## config.mk

```make
export PLATFORM = sky130hd
export DESIGN_NAME = scoreboard_hazard_ctrl
export DESIGN_NICKNAME = d
export VERILOG_FILES = /design/src/rtl/mips_pkg.sv /design/src/rtl/sb_regfile_bits.sv /design/src/rtl/scoreboard_hazard_ctrl.sv
export SDC_FILE = /design/constraint.sdc
export NUM_CORES = 1
export LEC_CHECK = 0
export ABC_AREA = 1
export CAP_MARGIN = 20
export CORE_UTILIZATION = 50
export DETAILED_ROUTE_END_ITERATION = 8
export MAX_ROUTING_LAYER = met4
export PLACE_DENSITY = 0.77
export SYNTH_ARGS = -nofsm -noshare
export SYNTH_HDL_FRONTEND = slang
export SYNTH_SLANG_ARGS = --single-unit
export TNS_END_PERCENT = 30
```

## constraint.sdc

```tcl
create_clock -name clk -period 3.6 [get_ports clk]
set_input_delay 0.72 -clock clk [delete_from_list [all_inputs] [get_ports clk]]
set_output_delay 0.72 -clock clk [all_outputs]
set_load 0.02 [all_outputs]
```

## src/rtl/mips_pkg.sv

```systemverilog
// Shared pipeline definitions: GPR addressing, hazard FSM states, timeout default.
package mips_pkg;

   localparam int unsigned REG_ADDR_W        = 5;
   localparam int unsigned NUM_GPR           = 32;
   localparam int unsigned STALL_TIMEOUT_DEF = 64;

   typedef enum logic [1:0] {
      RUN   = 2'd0,
      STALL = 2'd1,
      HUNG  = 2'd2
   } hz_state_e;

endpackage

```

## src/rtl/sb_regfile_bits.sv

```systemverilog
// Pending-write bit array: one bit per GPR, set on issue, cleared on writeback.
// A set and a clear on the same index in one cycle leave the bit set, so a
// WAW re-issue landing on the retiring writer never loses its pending bit.
// Bit 0 is hardwired low because $0 is never written.
module sb_regfile_bits
   import mips_pkg::*;
#(
   parameter int unsigned NUM_REGS = NUM_GPR
)(
   input  logic                  clk,
   input  logic                  rst,
   input  logic                  i_set_en,
   input  logic [REG_ADDR_W-1:0] i_set_idx,
   input  logic                  i_clr_en,
   input  logic [REG_ADDR_W-1:0] i_clr_idx,
   output logic [NUM_REGS-1:0]   o_pend
);

   logic [NUM_REGS-1:0] r_pend;
   logic [NUM_REGS-1:0] w_set_mask;
   logic [NUM_REGS-1:0] w_clr_mask;
   logic [NUM_REGS-1:0] w_next;

   // Decode set/clear and apply clear first so set takes priority
   always_comb begin
      w_set_mask = '0;
      w_clr_mask = '0;
      if (i_set_en) w_set_mask = NUM_REGS'(1) << i_set_idx;
      if (i_clr_en) w_clr_mask = NUM_REGS'(1) << i_clr_idx;
      w_next = ((r_pend & ~w_clr_mask) | w_set_mask) & ~NUM_REGS'(1);
   end

   // Scoreboard storage
   always_ff @(posedge clk) begin
      if (rst) r_pend <= '0;
      else     r_pend <= w_next;
   end

   assign o_pend = r_pend;

endmodule

```

## src/rtl/scoreboard_hazard_ctrl.sv

```systemverilog
// Pipeline interlock: stalls IF/ID and bubbles EX while the ID instruction
// reads or rewrites a register with an outstanding write.
// Optional macro SCOREBOARD_WB_BYPASS_EN: a register being written back this
// cycle is treated as no longer pending (needs a write-through register file).
module scoreboard_hazard_ctrl
   import mips_pkg::*;
#(
   parameter int unsigned NUM_REGS      = NUM_GPR,
   parameter int unsigned STALL_TIMEOUT = STALL_TIMEOUT_DEF,
   parameter int unsigned CNT_W         = 16
)(
   input  logic                  clk,
   input  logic                  rst,
   input  logic                  id_valid,
   input  logic [REG_ADDR_W-1:0] id_rs,
   input  logic [REG_ADDR_W-1:0] id_rt,
   input  logic                  id_uses_rs,
   input  logic                  id_uses_rt,
   input  logic                  id_reg_write,
   input  logic [REG_ADDR_W-1:0] id_dest,
   input  logic                  wb_reg_write,
   input  logic [REG_ADDR_W-1:0] wb_dest,
   output logic                  stall_if,
   output logic                  stall_id,
   output logic                  bubble_ex,
   output logic [NUM_REGS-1:0]   pending,
   output logic [CNT_W-1:0]      stall_cnt,
   output logic                  hang
);

   localparam int unsigned RL_W = $clog2(STALL_TIMEOUT + 1);

   logic [NUM_REGS-1:0] w_pend;
   logic [NUM_REGS-1:0] w_pend_eff;
   logic                w_wb_clr;
   logic                w_set_en;
   logic                w_rs_hit;
   logic                w_rt_hit;
   logic                w_waw_hit;
   logic                w_hazard;
   logic                w_issue;
   logic [RL_W-1:0]     w_run_next;

   hz_state_e           r_state;
   logic [RL_W-1:0]     r_run_len;
   logic [CNT_W-1:0]    r_stall_cnt;
   logic                r_hang;

   assign w_wb_clr = wb_reg_write && (wb_dest != '0);

`ifdef SCOREBOARD_WB_BYPASS_EN
   logic [NUM_REGS-1:0] w_wb_mask;
   assign w_wb_mask  = NUM_REGS'(1) << wb_dest;
   assign w_pend_eff = w_wb_clr ? (w_pend & ~w_wb_mask) : w_pend;
`else
   assign w_pend_eff = w_pend;
`endif

   // RAW on rs/rt and WAW on dest against the (possibly bypassed) scoreboard
   always_comb begin
      w_rs_hit  = id_uses_rs   && (id_rs   != '0) && (|(w_pend_eff & (NUM_REGS'(1) << id_rs)));
      w_rt_hit  = id_uses_rt   && (id_rt   != '0) && (|(w_pend_eff & (NUM_REGS'(1) << id_rt)));
      w_waw_hit = id_reg_write && (id_dest != '0) && (|(w_pend_eff & (NUM_REGS'(1) << id_dest)));
      w_hazard  = id_valid && (w_rs_hit || w_rt_hit || w_waw_hit);
      w_issue   = id_valid && !w_hazard;
      w_set_en  = w_issue && id_reg_write && (id_dest != '0);
   end

   sb_regfile_bits #(
      .NUM_REGS (NUM_REGS)
   ) u_bits (
      .clk       (clk),
      .rst       (rst),
      .i_set_en  (w_set_en),
      .i_set_idx (id_dest),
      .i_clr_en  (w_wb_clr),
      .i_clr_idx (wb_dest),
      .o_pend    (w_pend)
   );

   // Length of the current stall run including this cycle
   assign w_run_next = (r_state == STALL) ? (r_run_len + RL_W'(1)) : RL_W'(1);

   // Hazard FSM, run-length tracking, saturating stall counter, sticky hang
   always_ff @(posedge clk) begin
      if (rst) begin
         r_state     <= RUN;
         r_run_len   <= '0;
         r_stall_cnt <= '0;
         r_hang      <= 1'b0;
      end else begin
         if (w_hazard && (r_stall_cnt != '1))
            r_stall_cnt <= r_stall_cnt + CNT_W'(1);
         case (r_state)
            RUN, STALL: begin
               if (w_hazard) begin
                  r_run_len <= w_run_next;
                  if (w_run_next >= RL_W'(STALL_TIMEOUT)) begin
                     r_state <= HUNG;
                     r_hang  <= 1'b1;
                  end else begin
                     r_state <= STALL;
                  end
               end else begin
                  r_state   <= RUN;
                  r_run_len <= '0;
               end
            end
            HUNG: begin
               r_state <= HUNG;
               r_hang  <= 1'b1;
            end
            default: begin
               r_state   <= RUN;
               r_run_len <= '0;
            end
         endcase
      end
   end

   assign stall_if  = w_hazard;
   assign stall_id  = w_hazard;
   assign bubble_ex = w_hazard;
   assign pending   = w_pend;
   assign stall_cnt = r_stall_cnt;
   assign hang      = r_hang;

endmodule
```

==> metrics.md, run 1 <==
| Metric | Value |
|---|---|
| Syn Std Cell Area | `approximately 4300 sq um` |
| Latest clock arrival within the worst-skew pair | `between 0.3 and 0.4 ns` |
| Outcome | `completed` |
| Area of the core | `around 8300 sq um` |
| Total detailed-routing wirelength | `15,700 um` |
| Static Leakage | `about 2.3 nW` |
| Synth Instances | `about 700` |
| Wire length of the first global-routing pass | `around 25,000 um` |
| Final Core Density | `0.681` |
| Setup clock skew after layout | `between 0.015 and 0.02 ns` |
| WS Path Type | `in2out` |
| Net switching component of the power | `0.430 mW` |
| Share of total power in sequential cells | `0.431` |
| Final routed DRC violation total | `0` |
| Number of nets in the final layout | `about 840` |
| H-tree lvl count | `3` |
| Post-detail-place hpwl | `roughly 11,000 um` |
| Detailed-router iteration count before antenna repair | `8` |
| Area of the die | `roughly 9000 sq um` |
| Average via count per standard cell | `just under 6` |
| Overflow left after global routing | `0` |
| Average cell area after synthesis | `a little over 6 sq um` |
| CTS Hold Bufs | `0` |
| Final weighted congestion in routability-driven placement | `1.01` |
| # setup viols final | `0` |
| Largest fanout on the critical path | `12` |
| Input/output buffers | `77` |
| Ratio of final minimum period to clock period | `0.932` |
| Power Density | `265 nW/um^2` |
| # rows | `33` |
| Synth warn | `0` |
| Setup TNS | `0 ns` |
| Internal power | `approximately 1.1 mW` |
| Die H | `94.8 um` |
| Boundary pin count | `between 70 and 80` |
| TritonCTS clock tree | `yes` |
| Setup repair after global routing missed its margin | `false` |
| Setup Buffers After CTS | `0` |
| Total global routing track utilization | `0.372` |
| Unique cell type count in the Yosys netlist | `29` |
| Number of pins exceeding their max-slew limit in the final report | `0` |
| Type of the tightest min-delay check | `reg2reg` |
| Initial cell density of the core | `0.522` |
| Worst EP required | `2.88 ns` |
| Mean routed wirelength per cell | `17.1 um` |
| Sort of element at the start of the critical path | `input pin` |
| Power share of the combinational group | `0.157` |
| Worst IR drop on VDD | `approximately 0.24 mV` |
| Fraction of power spent switching nets | `0.289` |
| Time the worst path needs with I/O delays and setup | `between 3 and 4 ns` |
| Layout cells sized above 1 | `0.120` |
| Transition at the pin with the smallest max-transition slack | `approximately 0.70 ns` |
| Number of buffers created by CTS | `9` |
| Final WS setup | `roughly 0.24 ns` |
| Non-filler instance count after layout | `slightly above 900` |
| Clock network fraction of total power | `0.412` |
| Initial antenna violation count | `0` |
| Worst slew slack as a fraction of its limit | `0.532` |
| Portion of the post-synthesis area used by sequential elements | `0.265` |
| Number of placed instances, taps included | `between 900 and 1,000` |
| Signed area change from the synthesized netlist to the final layout | `30.6%` |
| Antenna diode count | `0` |
| Number of max-capacitance violations reported | `0` |
| Final hold violations | `0` |
| Worst setup EP type | `primary output` |
| Post-Place Setup Slack | `-0.242 ns` |
| Detail Route Antenna Nets | `0` |
| Clock edge transition at the registers on the reported setup and hold paths | `about 0.070 ns` |
| Worst Path Arrival | `roughly 2.6 ns` |
| Pin count of the biggest net entering global routing | `between 50 and 60` |
| Max Clock Freq | `~300 MHz` |
| Number of DRC markers after the initial detailed-route iteration | `about 470` |
| X dimension of the die | `94.8 um` |
| Longest Clk Path Bufs | `2` |
| Number of vias in the routed layout | `between 5,000 and 6,000` |
| Post-synthesis sequential element count | `57` |
| Via count of the first global-routing pass | `between 4,000 and 5,000` |
| Clock Sink Count | `between 50 and 60` |
| Nets in the synthesized netlist | `about 740` |
| CTS Root Cell | `sky130_fd_sc_hd__clkbuf_8` |
==> sequential cells by signal, summed over array words and instances (netlist names) <==
name,flops
r_state,2
u_bits.o_pend,31
stall_cnt,16
r_run_len,7
hang,1
==> cell type report <==
| type | count | area (sq um) |
|---|---|---|
| Clock buffer | 11 | 141 |
| Clock inverter | 5 | 55.1 |
| Fill cell | 740 | 2630 |
| Inverter | 53 | 200 |
| Multi-Input combinational cell | 555 | 2760 |
| Sequential cell | 57 | 1140 |
| Tap cell | 105 | 131 |
| Timing Repair Buffer | 134 | 1190 |
==> Yosys cell counts, drive strengths merged <==
master	instances	area [sq um]
nand2	151	577
nor2	114	458
nand3	64	345
dfxtp	57	1140
a21oi	55	275
nand4	54	338
inv	52	195
o21ai	36	180
nand3b	31	233
buf	23	153
nor3	21	105
clkbuf	18	67.6
o31ai	8	60.1
xnor2	7	61.3
xor2	7	61.3
ha	2	25.0
nor4	2	12.5
and3	1	6.26
clkinv	1	5.00
conb	1	3.75
o22ai	1	6.26
==> critical path, stage by stage <==
cell	delay (ns)
sky130_fd_sc_hd__clkdlybuf4s50_1	0.46
sky130_fd_sc_hd__buf_4	0.19
sky130_fd_sc_hd__inv_1	0.09
sky130_fd_sc_hd__nor2_2	0.22
sky130_fd_sc_hd__nand4_1	0.12
sky130_fd_sc_hd__nand2_1	0.09
sky130_fd_sc_hd__nor2_1	0.04
sky130_fd_sc_hd__nand2_1	0.08
sky130_fd_sc_hd__nor2_1	0.05
sky130_fd_sc_hd__nand2_1	0.06
sky130_fd_sc_hd__nand2_1	0.09
sky130_fd_sc_hd__nand3_4	0.11
sky130_fd_sc_hd__nand2_2	0.06
sky130_fd_sc_hd__clkinv_2	0.07
sky130_fd_sc_hd__clkbuf_2	0.17
==> layout by cell type, fill, tap and decap left out, types with 2 or more instances in the layout <==
master / instances
sky130_fd_sc_hd__inv_2: 5
sky130_fd_sc_hd__a21oi_1: 55
sky130_fd_sc_hd__dlymetal6s2s_1: 2
sky130_fd_sc_hd__o21ai_0: 31
sky130_fd_sc_hd__clkbuf_2: 3
sky130_fd_sc_hd__nor2_2: 6
sky130_fd_sc_hd__ha_1: 2
sky130_fd_sc_hd__nor4_1: 2
sky130_fd_sc_hd__dfxtp_1: 57
sky130_fd_sc_hd__clkinv_2: 3
sky130_fd_sc_hd__buf_4: 56
sky130_fd_sc_hd__nand3_1: 62
sky130_fd_sc_hd__clkdlybuf4s50_1: 70
sky130_fd_sc_hd__clkbuf_8: 10
sky130_fd_sc_hd__inv_1: 47
sky130_fd_sc_hd__nand2_1: 147
sky130_fd_sc_hd__nor3_1: 21
sky130_fd_sc_hd__o31ai_1: 8
sky130_fd_sc_hd__xnor2_1: 7
sky130_fd_sc_hd__o21ai_1: 5
sky130_fd_sc_hd__nand2_2: 4
sky130_fd_sc_hd__xor2_1: 7
sky130_fd_sc_hd__nor2_4: 4
sky130_fd_sc_hd__clkinvlp_4: 2
sky130_fd_sc_hd__nand4_1: 54
sky130_fd_sc_hd__nand3_4: 2
sky130_fd_sc_hd__nand3b_1: 31
sky130_fd_sc_hd__nor2_1: 104
==> power groups by stage <==
stage | Sequential (mW) | Clock (mW) | Combinational (mW)
final | 0.641 | 0.614 | 0.235
after detailed placement | 0.655 | 0 | 0.228
after floorplan | 0.656 | 0 | 0.123
after global routing | 0.641 | 0.654 | 0.251
after CTS | 0.641 | 0.618 | 0.229
after global placement | 0.655 | 0 | 0.225
==> logic make-up (layout without fill, tap and decap cells) <==
kind of cell               after synthesis  after routing  share of synthesized area
other                                    1              1                   0.000870
DFF                                     57             57                      0.265
and+or+nand+nor                        438            438                      0.481
AOI/OAI and AO/OA                      100            100                      0.121
xor gates and xnor gates                14             14                     0.0285
buffers and inverters                   94            203                     0.0976
adders and majority gates                2              2                    0.00581
==> path summary, 6_finish.rpt <==
check,start,to,slack [ns],depth (start not counted)
worst min-delay path,r_state[1],r_state[0],0.42,1
worst max-delay path,id_dest[2],stall_id,0.24,15
worst min register to register,r_state[1],r_state[0],0.42,1
worst max register to register,stall_cnt[0],stall_cnt[15],1.15,9
==> metrics by stage <==
step	area (sq um)	total power [mW]	hold slack, ns
floorplan	4310	0.779	0.398
global placement	5430	0.881	0.409
detailed placement	5430	0.884	0.407
CTS	5630	1.49	0.417
global route	5630	1.55	0.446
finish	5630	1.49	0.415
==> per-layer routing <==
| layer | vias to the layer above | GRT usage | routed length (um) |
|---|---|---|---|
| li1 | 2591 | - | - |
| met1 | 2479 | 0.464 | 6690 |
| met2 | 260 | 0.578 | 7130 |
| met3 | 55 | 0.0572 | 1150 |
| met4 | 0 | 0.194 | 750 |
| met5 | - | - | 0 |
==> repair_timing <==
action                     in CTS  in global routing
gates resized for setup         6                 10
setup endpoints to repair       3                  3
cloned                          0                  0
hold endpoints to repair        0                  0
Power figures use the tool's default switching activity.
==> run 2: changes to the inputs <==
Settings changed: CORE_UTILIZATION 50 to 32, PLACE_DENSITY 0.77 to not set.
Clock period 3.6 ns to 3.1 ns, I/O delays scaled along.
==> metrics.md, run 2 (synthesis gave the netlist of run 1 again) <==
| Metric | Value |
|---|---|
| Outcome | `completed` |
| Detail Route Antenna Nets | `0` |
| Type of the tightest min-delay check | `reg2reg` |
| Total detailed-routing wirelength | `between 15,000 and 20,000 um` |
| TritonCTS clock tree | `yes` |
| Area of the die | `~14,000 sq um` |
| Final hold violations | `0` |
| Average via count per standard cell | `between 5 and 6` |
| # setup viols final | `0` |
| Detailed-router iteration count before antenna repair | `5` |
| Post-detail-place hpwl | `~12,000 um` |
| Sort of element at the start of the critical path | `input pin` |
| Time the worst path needs with I/O delays and setup | `just under 3 ns` |
| Worst EP required | `around 2.5 ns` |
| Longest Clk Path Bufs | `2` |
| Mean routed wirelength per cell | `approximately 16 um` |
| Number of placed instances, taps included | `about 1,000` |
| Clock edge transition at the registers on the reported setup and hold paths | `~0.05 ns` |
| CTS Hold Bufs | `0` |
| Most frequent cells in the layout | `sky130_fd_sc_hd__nand2_1 (145), sky130_fd_sc_hd__nor2_1 (100), sky130_fd_sc_hd__buf_4 (78)` |
| Net switching component of the power | `between 0.5 and 0.6 mW` |
| Worst IR drop on VDD | `0.269 mV` |
| WHS | `slightly above 0.4 ns` |
| Number of nets in the final layout | `about 860` |
| Final routed DRC violation total | `0` |
| Area of the core | `roughly 13,000 sq um` |
| Initial antenna violation count | `0` |
| CTS Root Cell | `sky130_fd_sc_hd__clkbuf_16` |
| Max Clock Freq | `between 300 and 400 MHz` |
| Layout cells sized above 1 | `0.158` |
| Final Core Density | `0.459` |
| Latest clock arrival within the worst-skew pair | `between 0.3 and 0.4 ns` |
| H-tree lvl count | `3` |
| Setup TNS | `0 ns` |
| Share of total power in sequential cells | `0.372` |
| Number of max-capacitance violations reported | `0` |
| # rows | `42` |
| Max FFs per register | `31` |
| Fin area | `just over 6000 sq um` |
| Worst slew slack as a fraction of its limit | `0.522` |
| Boundary pin count | `between 70 and 80` |
| Number of buffers created by CTS | `9` |
| Number of inserted filler cells in the final layout | `about 1,400` |
| Worst Path Arrival | `2.32 ns` |
| Power share of the combinational group | `0.147` |
| Number of DRC markers after the initial detailed-route iteration | `approximately 450` |
| Wire length of the first global-routing pass | `25,900 um` |
| Final weighted congestion in routability-driven placement | `roughly 0.97` |
| Signed area change from the synthesized netlist to the final layout | `40.5%` |
| Power Density | `about 330 nW/um^2` |
| Total global routing track utilization | `0.245` |
| Internal power | `approximately 1.5 mW` |
| Non-filler instance count after layout | `roughly 1,000` |
| Placed Instance Area | `~5700 sq um` |
| Clock Sink Count | `57` |
| Static Leakage | `2.48 nW` |
| Input/output buffers | `77` |
| Transition at the pin with the smallest max-transition slack | `0.718 ns` |
| Largest fanout on the critical path | `8` |
| Number of vias in the routed layout | `about 5,300` |
| Fraction of power spent switching nets | `0.263` |
| Worst setup EP type | `primary output` |
| Ratio of final minimum period to clock period | `0.948` |
| Clock network fraction of total power | `0.482` |
| Initial cell density of the core | `0.327` |
| Setup clock skew after layout | `~0.0060 ns` |
| Most frequent standard cell in the layout excluding fill and tap cells | `sky130_fd_sc_hd__nand2_1` |
| Via count of the first global-routing pass | `just under 5,000` |
| Combined area of the multi-input logic cells | `2810 sq um` |
| Antenna diode count | `0` |
| Die H | `118 um` |
| Pin count of the biggest net entering global routing | `50` |
| Area taken by flip-flops and latches | `1140 sq um` |
| X dimension of the die | `118 um` |
| Overflow left after global routing | `0` |
| WS Path Type | `in2out` |
| Number of pins exceeding their max-slew limit in the final report | `0` |
[run 2: path summary, 6_finish.rpt]
kind | from | endpoint | slack (ns) | cells past startpoint
setup / recovery | id_dest[3] | stall_if | 0.16 | 14
setup reg to reg | u_bits.o_pend[15] | stall_cnt[2] | 0.92 | 13
hold / removal | r_state[1] | r_state[0] | 0.41 | 1
hold reg to reg | r_state[1] | r_state[0] | 0.41 | 1
[run 2: metrics by stage]
stage | power [mW] | worst slack (ns)
after floorplan | 0.904 | 0.359
after global placement | 1.05 | -0.517
after detailed placement | 1.05 | -0.520
after CTS | 2.02 | -0.0194
after global routing | 2.09 | -0.000198
final | 2.01 | 0.160
[run 2: layer usage]
layer / GRT usage / vias up / share of wire
met4: 0.142 / 0 / 0.049
li1: - / 2640 / -
met3: 0.0388 / 54 / 0.065
met1: 0.304 / 2411 / 0.43
met2: 0.376 / 192 / 0.46
met5: - / - / 0
[run 2: area by class of cell]
cell class                      instances  share of cell area
Clock buffer                           14              0.0469
Clock inverter                          2             0.00165
Inverter                               53              0.0335
Multi-Input combinational cell        555               0.464
Sequential cell                        57               0.189
Tap cell                              176              0.0364
Timing Repair Buffer                  157               0.229
[run 2: what timing repair did]
item                                    in CTS  in global routing
resized for setup                           26                 22
endpoints found under the setup margin       3                  5
pin swaps                                    5                  6
setup buffers                                3                  0
gates cloned                                 0                  1
[run 2: critical path: stages]
cell and delay, ns:
sky130_fd_sc_hd__dlygate4sd2_1 0.38, sky130_fd_sc_hd__buf_4 0.25, sky130_fd_sc_hd__nor2_1 0.08, sky130_fd_sc_hd__nand3_1 0.08
sky130_fd_sc_hd__nand2_1 0.05, sky130_fd_sc_hd__nor2_1 0.11, sky130_fd_sc_hd__nand2_1 0.06, sky130_fd_sc_hd__nor2_1 0.11
sky130_fd_sc_hd__nand2_1 0.07, sky130_fd_sc_hd__nand2_2 0.09, sky130_fd_sc_hd__nand3_4 0.09, sky130_fd_sc_hd__nand2_4 0.08
sky130_fd_sc_hd__clkinv_2 0.08, sky130_fd_sc_hd__buf_4 0.16
[run 2: power by group through the flow]
stage | Clock (mW) | Sequential (mW) | Combinational (mW)
after floorplan | 0 | 0.762 | 0.143
after global placement | 0 | 0.761 | 0.288
after detailed placement | 0 | 0.761 | 0.286
after CTS | 0.989 | 0.746 | 0.287
after global routing | 1.03 | 0.746 | 0.320
final | 0.967 | 0.747 | 0.294
==> run 3: changes to the inputs <==
--- a/config.mk
+++ b/config.mk
@@ -10,2 +10,3 @@
 export CORE_UTILIZATION = 32
+export CTS_CLUSTER_SIZE = 20
 export DETAILED_ROUTE_END_ITERATION = 8
==> constraint.sdc (replaced) <==
create_clock -name clk -period 3.1 [get_ports clk]
set_input_delay 0.93 -clock clk [delete_from_list [all_inputs] [get_ports clk]]
set_output_delay 0.93 -clock clk [all_outputs]
set_load 0.02 [all_outputs]
==> metrics.md, run 3 (synthesis gave the netlist of run 1 again) <==
| Metric | Value |
|---|---|
| Worst path depth | `23` |
| Clock edge transition at the registers on the reported setup and hold paths | `approximately 0.060 ns` |
| Latest clock arrival within the worst-skew pair | `0.33 ns` |
| Type of the tightest min-delay check | `reg2reg` |
| Wire length of the first global-routing pass | `between 20,000 and 30,000 um` |
| Post-route total power | `approximately 2.0 mW` |
| R2r setup slk | `approximately 0.74 ns` |
| WHS | `~0.42 ns` |
| Dominant cell type by count on the critical path | `sky130_fd_sc_hd__buf_4` |
| Longest Clk Path Bufs | `2` |
| Detailed-router iteration count before antenna repair | `6` |
| Static Leakage | `2.57 nW` |
| Final WS setup | `-0.316 ns` |
| Transition at the pin with the smallest max-transition slack | `just over 0.7 ns` |
| Crit path to | `u_bits.o_pend[13]` |
| Number of vias in the routed layout | `around 5,600` |
| Cell type of the slowest stage on the worst timing path | `sky130_fd_sc_hd__nand4_1` |
| Final Core Density | `0.479` |
| Area of the core | `roughly 13,000 sq um` |
| Via count of the first global-routing pass | `5,324` |
| Number of pins exceeding their max-slew limit in the final report | `0` |
| Setup repair after global routing missed its margin | `true` |
| Met2 routed wirelength | `approximately 8400 um` |
| Clock Sink Count | `57` |
| Power Density | `a little over 300 nW/um^2` |
| Launching point of the worst reg2reg path | `u_bits.o_pend[15]` |
| Clock network fraction of total power | `0.454` |
| Mean routed wirelength per cell | `around 17 um` |
| Overflow left after global routing | `0` |
| Area of the die | `~14,000 sq um` |
| Largest fanout on the critical path | `5` |
| H-tree lvl count | `3` |
| DRT met1 WL | `between 7000 and 8000 um` |
| Input/output buffers | `between 70 and 80` |
| Number of buffers created by CTS | `9` |
| Number of inserted filler cells in the final layout | `between 1,000 and 1,500` |
| Sum of buffers and inverters on the critical path | `19` |
| WS Path Type | `in2reg` |
| Initial antenna violation count | `0` |
| Most frequent cells in the layout | `sky130_fd_sc_hd__nand2_1 (144), sky130_fd_sc_hd__nor2_1 (92), sky130_fd_sc_hd__buf_4 (90)` |
| Initial cell density of the core | `0.327` |
| Cell-by-cell listing of the critical path | `buf_8, buf_6, nand4_1, nor2_2, buf_4, buf_4, buf_4, buf_4, buf_4, buf_4, buf_4, buf_4, buf_4, buf_4, buf_4, buf_4, buf_4, buf_4, buf_4, buf_4, buf_4, nand3b_1, a21oi_1` |
| Boundary pin count | `between 70 and 80` |
| # setup viols final | `4` |
| Number of DRC markers after the initial detailed-route iteration | `roughly 520` |
| Met3 wire length | `about 1300 um` |
| Area taken by flip-flops and latches | `between 1000 and 1500 sq um` |
| Detail Route Antenna Nets | `0` |
| Worst IR drop on VDD | `roughly 0.35 mV` |
| Fin area | `6320 sq um` |
| Layout cells sized above 1 | `0.218` |
| Fraction of power spent switching nets | `0.282` |
| Post-detail-place hpwl | `approximately 13,000 um` |
| Pin count of the biggest net entering global routing | `50` |
| Ratio of final minimum period to clock period | `1.10` |
| Total detailed-routing wirelength | `18,100 um` |
| # rows | `42` |
| Final weighted congestion in routability-driven placement | `roughly 1.0` |
| Antenna diode count | `0` |
| Number of nets in the final layout | `roughly 900` |
| Critical register-to-register path endpoint | `stall_cnt[1]` |
| Final hold violations | `0` |
| Power share of the combinational group | `0.165` |
| TritonCTS clock tree | `yes` |
| Critical path's top delay family | `buffers and inverters` |
| CP startpoint | `id_dest[0]` |
| Net switching component of the power | `0.552 mW` |
| X dimension of the die | `~120 um` |
| Max Clock Freq | `between 200 and 300 MHz` |
| Average via count per standard cell | `roughly 5.4` |
| CTS Root Cell | `sky130_fd_sc_hd__clkbuf_16` |
| Worst setup EP type | `flip-flop` |
| Combined area of the multi-input logic cells | `approximately 2800 sq um` |
| Internal power | `between 1 and 1.5 mW` |
| Violated checks | `negative setup slack` |
| Worst-case reg-to-reg path depth | `13` |
| Share of total power in sequential cells | `0.381` |
| Total global routing track utilization | `0.269` |
| Worst EP required | `between 3 and 4 ns` |
| Time the worst path needs with I/O delays and setup | `3.42 ns` |
| Number of max-capacitance violations reported | `0` |
| Outcome | `complete, but fails checks` |
| Worst slew slack as a fraction of its limit | `0.511` |
| Maximum cell stage delay along the critical path | `0.19 ns` |
| Top routing layer in use | `met4` |
| Placed Instance Area | `5720 sq um` |
| Die H | `around 120 um` |
| Final routed DRC violation total | `0` |
| Max FFs per register | `31` |
| Setup clock skew after layout | `about 0.012 ns` |
| Post-Place Setup Slack | `-1.16 ns` |
| Worst Path Arrival | `approximately 3.6 ns` |
| Sort of element at the start of the critical path | `input pin` |
| Most frequent standard cell in the layout excluding fill and tap cells | `sky130_fd_sc_hd__nand2_1` |
| Signed area change from the synthesized netlist to the final layout | `46.7%` |
[run 3: layer usage]
metal / global-route usage / up-vias
li1: - / 2703
met3: 0.0460 / 64
met4: 0.162 / 0
met5: - / -
met2: 0.431 / 244
met1: 0.314 / 2561
[run 3: worst register-to-register path, cell delays in order (launching register included)]
cell                      delay, ns
sky130_fd_sc_hd__dfxtp_1       0.61
sky130_fd_sc_hd__inv_1         0.07
sky130_fd_sc_hd__o21ai_0       0.18
sky130_fd_sc_hd__nor2_1        0.07
sky130_fd_sc_hd__nand2_1       0.07
sky130_fd_sc_hd__nor2_1        0.04
sky130_fd_sc_hd__nor2_1        0.13
sky130_fd_sc_hd__nand2_2       0.10
sky130_fd_sc_hd__nand3_4       0.11
sky130_fd_sc_hd__buf_4         0.43
sky130_fd_sc_hd__nand3_4       0.12
sky130_fd_sc_hd__buf_12        0.18
sky130_fd_sc_hd__nor2_1        0.09
sky130_fd_sc_hd__nor2_1        0.05
[run 3: cell type report]
cell class / count / area share
timing repair buffer: 182 / 0.254
clock inverter: 7 / 0.00752
sequential: 57 / 0.180
clock buffer: 9 / 0.0356
inverter: 53 / 0.0346
multi-input combinational: 555 / 0.450
timing repair inverter: 2 / 0.00237
tap: 176 / 0.0348
[run 3: what timing repair did]
item / in CTS / in global routing
resized for setup: 104 / 23
setup endpoints to repair: 19 / 4
pin swaps: 18 / 14
setup buffers: 29 / 0
gates cloned: 4 / 1
hold buffers: 0 / 0
[run 3: through the flow]
step	instances	setup TNS, ns
after floorplan	706	-0.116
after global placement	992	-19.06
after detailed placement	992	-19.72
after CTS	1040	-0.877
after global routing	1041	-1.41
final	1041	-0.941
[run 3: worst min path at each step]
stage	slack (ns)	depth (start not counted)	end	start
floorplan	0.40	1	r_state[0]	r_state[1]
CTS	0.42	1	r_state[0]	r_state[1]
finish	0.42	1	r_state[0]	r_state[1]
global route	0.43	1	r_state[0]	r_state[1]
global placement	0.41	1	r_state[0]	r_state[1]
detailed placement	0.42	1	r_state[0]	r_state[1]
[run 3: power by group through the flow]
stage,Sequential [mW],Combinational [mW],Clock (mW)
after global routing,0.746,0.347,0.951
final,0.746,0.323,0.889
after CTS,0.746,0.312,0.911
after detailed placement,0.761,0.285,0
after floorplan,0.762,0.155,0
after global placement,0.761,0.285,0
==> variant: new RTL, config.mk and constraints of run 2 <==
Set the package constant `NUM_GPR` to 16 (it was 32).
--- a/src/rtl/mips_pkg.sv
+++ b/src/rtl/mips_pkg.sv
@@ -3,5 +3,5 @@
 
    localparam int unsigned REG_ADDR_W        = 5;
-   localparam int unsigned NUM_GPR           = 32;
+   localparam int unsigned NUM_GPR           = 16;
    localparam int unsigned STALL_TIMEOUT_DEF = 64;
 
Ports: changed (resized pending); port bits go from 79 to 63. No check against the original RTL was run, so the function may have changed too.
==> variant against run 2 <==
The flow now finishes with violations (design-rule violations); synthesized cell count fell by 36%; register-to-register slack improved by 0.04 ns; design area fell by 36%; worst setup slack improved by 0.037 ns; sequential cell count fell by 16; combinational power fell by 49%; critical path depth fell by 2; routed wire length fell by 45%; hold slack improved by 0.0089 ns; fmax rose by 1.3%; area after synthesis fell by 32%; total power fell by 44%.
==> variant: results (changes against run 2) <==
stage	metric	value	unit	change
placed_design	PortBufs	61		was 77
sta	Hold Worst Slack	0.4237	ns	was 0.4148 ns
power_and_ir_drop	LEAKAGE	1.566	nW	was 2.479 nW
worst_hold_path	type of the most critical hold path	reg2reg		unchanged
final_layout	number of flip-flops under the largest register name	16		was 31
power_and_ir_drop	Peak VDD IR	0.2127	mV	was 0.2692 mV
clocking	Inserted Clock Buffers	5		was 9
detailed_routing	Via-to-Cell Ratio	5.113		was 5.224
setup_path	Critical Path AT	2.28	ns	was 2.32 ns
yosys	top area cells in the synthesized netlist	dfxtp_1 28%, nand2_1 11%, nand4_1 10%, nor2_1 7.5%, a21oi_1 5.1%		was dfxtp_1 26%, nand2_1 13%, nor2_1 9.2%, nand4_1 7.8%, nand3_1 7.2%
global_routing	initial antenna violation count	0		unchanged
clocking	htree depth	2		was 3
clocking	Max clock buf depth	2		unchanged
placed_design	gpl congestion	0.9340		was 0.9729
yosys	Synth Net Count	478		was 735
yosys	syn_area_per_cell	6.557	um2	was 6.104 um2
final_layout	nets@finish	559		was 862
setup_path	critical path peak fanout	9		was 8
clocking	clk root buf	clkbuf_8		was clkbuf_16
yosys	Distinct cells, synth	32		was 29
clocking	CTS clock-pin slew for the worst setup and hold paths	0.08	ns	was 0.05 ns
final_layout	share of layout cells above drive strength 1	0.1469		was 0.1575
detailed_routing	DRC Markers	10		was 0
yosys	leading cell types by count after synthesis	88 x nand2_1, 59 x nor2_1, 47 x nand4_1, 41 x dfxtp_1, 36 x inv_1		was 147 x nand2_1, 106 x nor2_1, 62 x nand3_1, 57 x dfxtp_1, 55 x a21oi_1
sta	worst slew pin tran	0.5166	ns	was 0.7176 ns
power_and_ir_drop	switching power	0.2860	mW	was 0.5273 mW
yosys	async set or reset register ratio after synthesis	0		unchanged
global_routing	first-pass GRT wire length	14530	um	was 25,900 um
final_layout	antenna fix cells	0		unchanged
final_layout	Layout fillers	926		was 1,421
placed_design	Detailed Place HPWL	6581	um	was 11,840 um
global_routing	pin count of the biggest net entering global routing	34		was 50
setup_path	worst reg2reg setup slack	0.96	ns	was 0.92 ns
detailed_routing	First DRT Iteration DRCs	192		was 451
outcome	failing checks	design-rule violations		
detailed_routing	WL per Instance	14.08	um	was 16.00 um
worst_hold_path	Min-Delay Path Depth	1		unchanged
global_routing	vias in the first global route	3017		was 4,893
detailed_routing	Pre-antenna DRT Iters	7		was 5
setup_path	R2R cell count	11		was 13
placed_design	placed inst area	3801	um2	was 5660 um2
sta	post-route clock skew	0.005895	ns	was 0.006040 ns
final_layout	non-filler instance count after layout	639		was 1,014
yosys	Yosys warnings	0		unchanged
placed_design	DP Cell Count	631		was 994
placed_design	worst slack, placed	-0.3158	ns	was -0.5204 ns
yosys	top-area cell type share of the netlist area	0.2788		was 0.2648
sta	Final WS setup	0.1972	ns	was 0.1600 ns
clocking	Clk Latency, worst-skew pair	0.29	ns	was 0.33 ns
outcome	status	complete, but fails checks		was complete, no violations
yosys	sequential area share after synthesis	0.2788		was 0.2648
global_routing	gr usage total	0.1925		was 0.2451
## variant: layer usage
layer | vias to the layer above | share of wire | global-route usage
met2 | 105 | 0.49 | 0.3310
li1 | 1673 | - | -
met3 | 10 | 0.052 | 0.02935
met5 | - | 0 | -
met4 | 0 | 0.016 | 0.07459
met1 | 1479 | 0.45 | 0.2245
## variant: kinds of logic (layout without fill, tap and decap cells)
group | after synthesis | after routing | synth area share
fa+ha+maj | 2 | 2 | 0.008498
simple gates | 269 | 269 | 0.4501
other cells | 1 | 1 | 0.001274
flops | 41 | 41 | 0.2788
buf+inv | 63 | 145 | 0.1037
compound gates | 56 | 56 | 0.1071
xor+xnor | 17 | 17 | 0.05057
## variant: worst paths after layout
path	start	to
setup / recovery	id_dest[4]	stall_if
hold reg to reg	r_state[1]$_SDFF_PP0_	r_state[0]$_SDFF_PP0_
hold / removal	r_state[1]$_SDFF_PP0_	r_state[0]$_SDFF_PP0_
setup reg to reg	u_bits.o_pend[3]$_SDFF_PP0_	stall_cnt[0]$_SDFFE_PP0P_
## variant: cell type report
type	count	area [um2]	share of cell area
Timing Repair Buffer	96	857.1	0.2196
Multi-Input combinational cell	345	1821	0.4665
Sequential cell	41	820.8	0.2103
Clock inverter	3	46.29	0.01186
Inverter	41	153.9	0.03944
Tap cell	108	135.1	0.03463
Clock buffer	5	68.82	0.01763
## variant: power by group through the flow
stage / combinational [mW] / sequential (mW) / clock, mW
global route: 0.164 / 0.531 / 0.472
global placement: 0.150 / 0.543 / 0
detailed placement: 0.150 / 0.543 / 0
finish: 0.150 / 0.531 / 0.440
CTS: 0.149 / 0.531 / 0.451
floorplan: 0.0692 / 0.543 / 0
## variant: critical path: stages
cell and delay [ns]:
clkdlybuf4s50_1 0.55, nor2_2 0.05, buf_4 0.16, nand4_1 0.09, nand2_1 0.07, nor2_1 0.11, nand2_1 0.07, o21ai_2 0.18
nand3_4 0.10, nand2_2 0.09, inv_2 0.06, clkbuf_2 0.15
## variant: repair_timing
| action | CTS | global route |
|---|---|---|
| pin swaps | 0 | 1 |
| gates cloned | 0 | 0 |
| resized for setup | 6 | 8 |
| setup buffers | 0 | 0 |
| endpoints found under the setup margin | 3 | 3 |
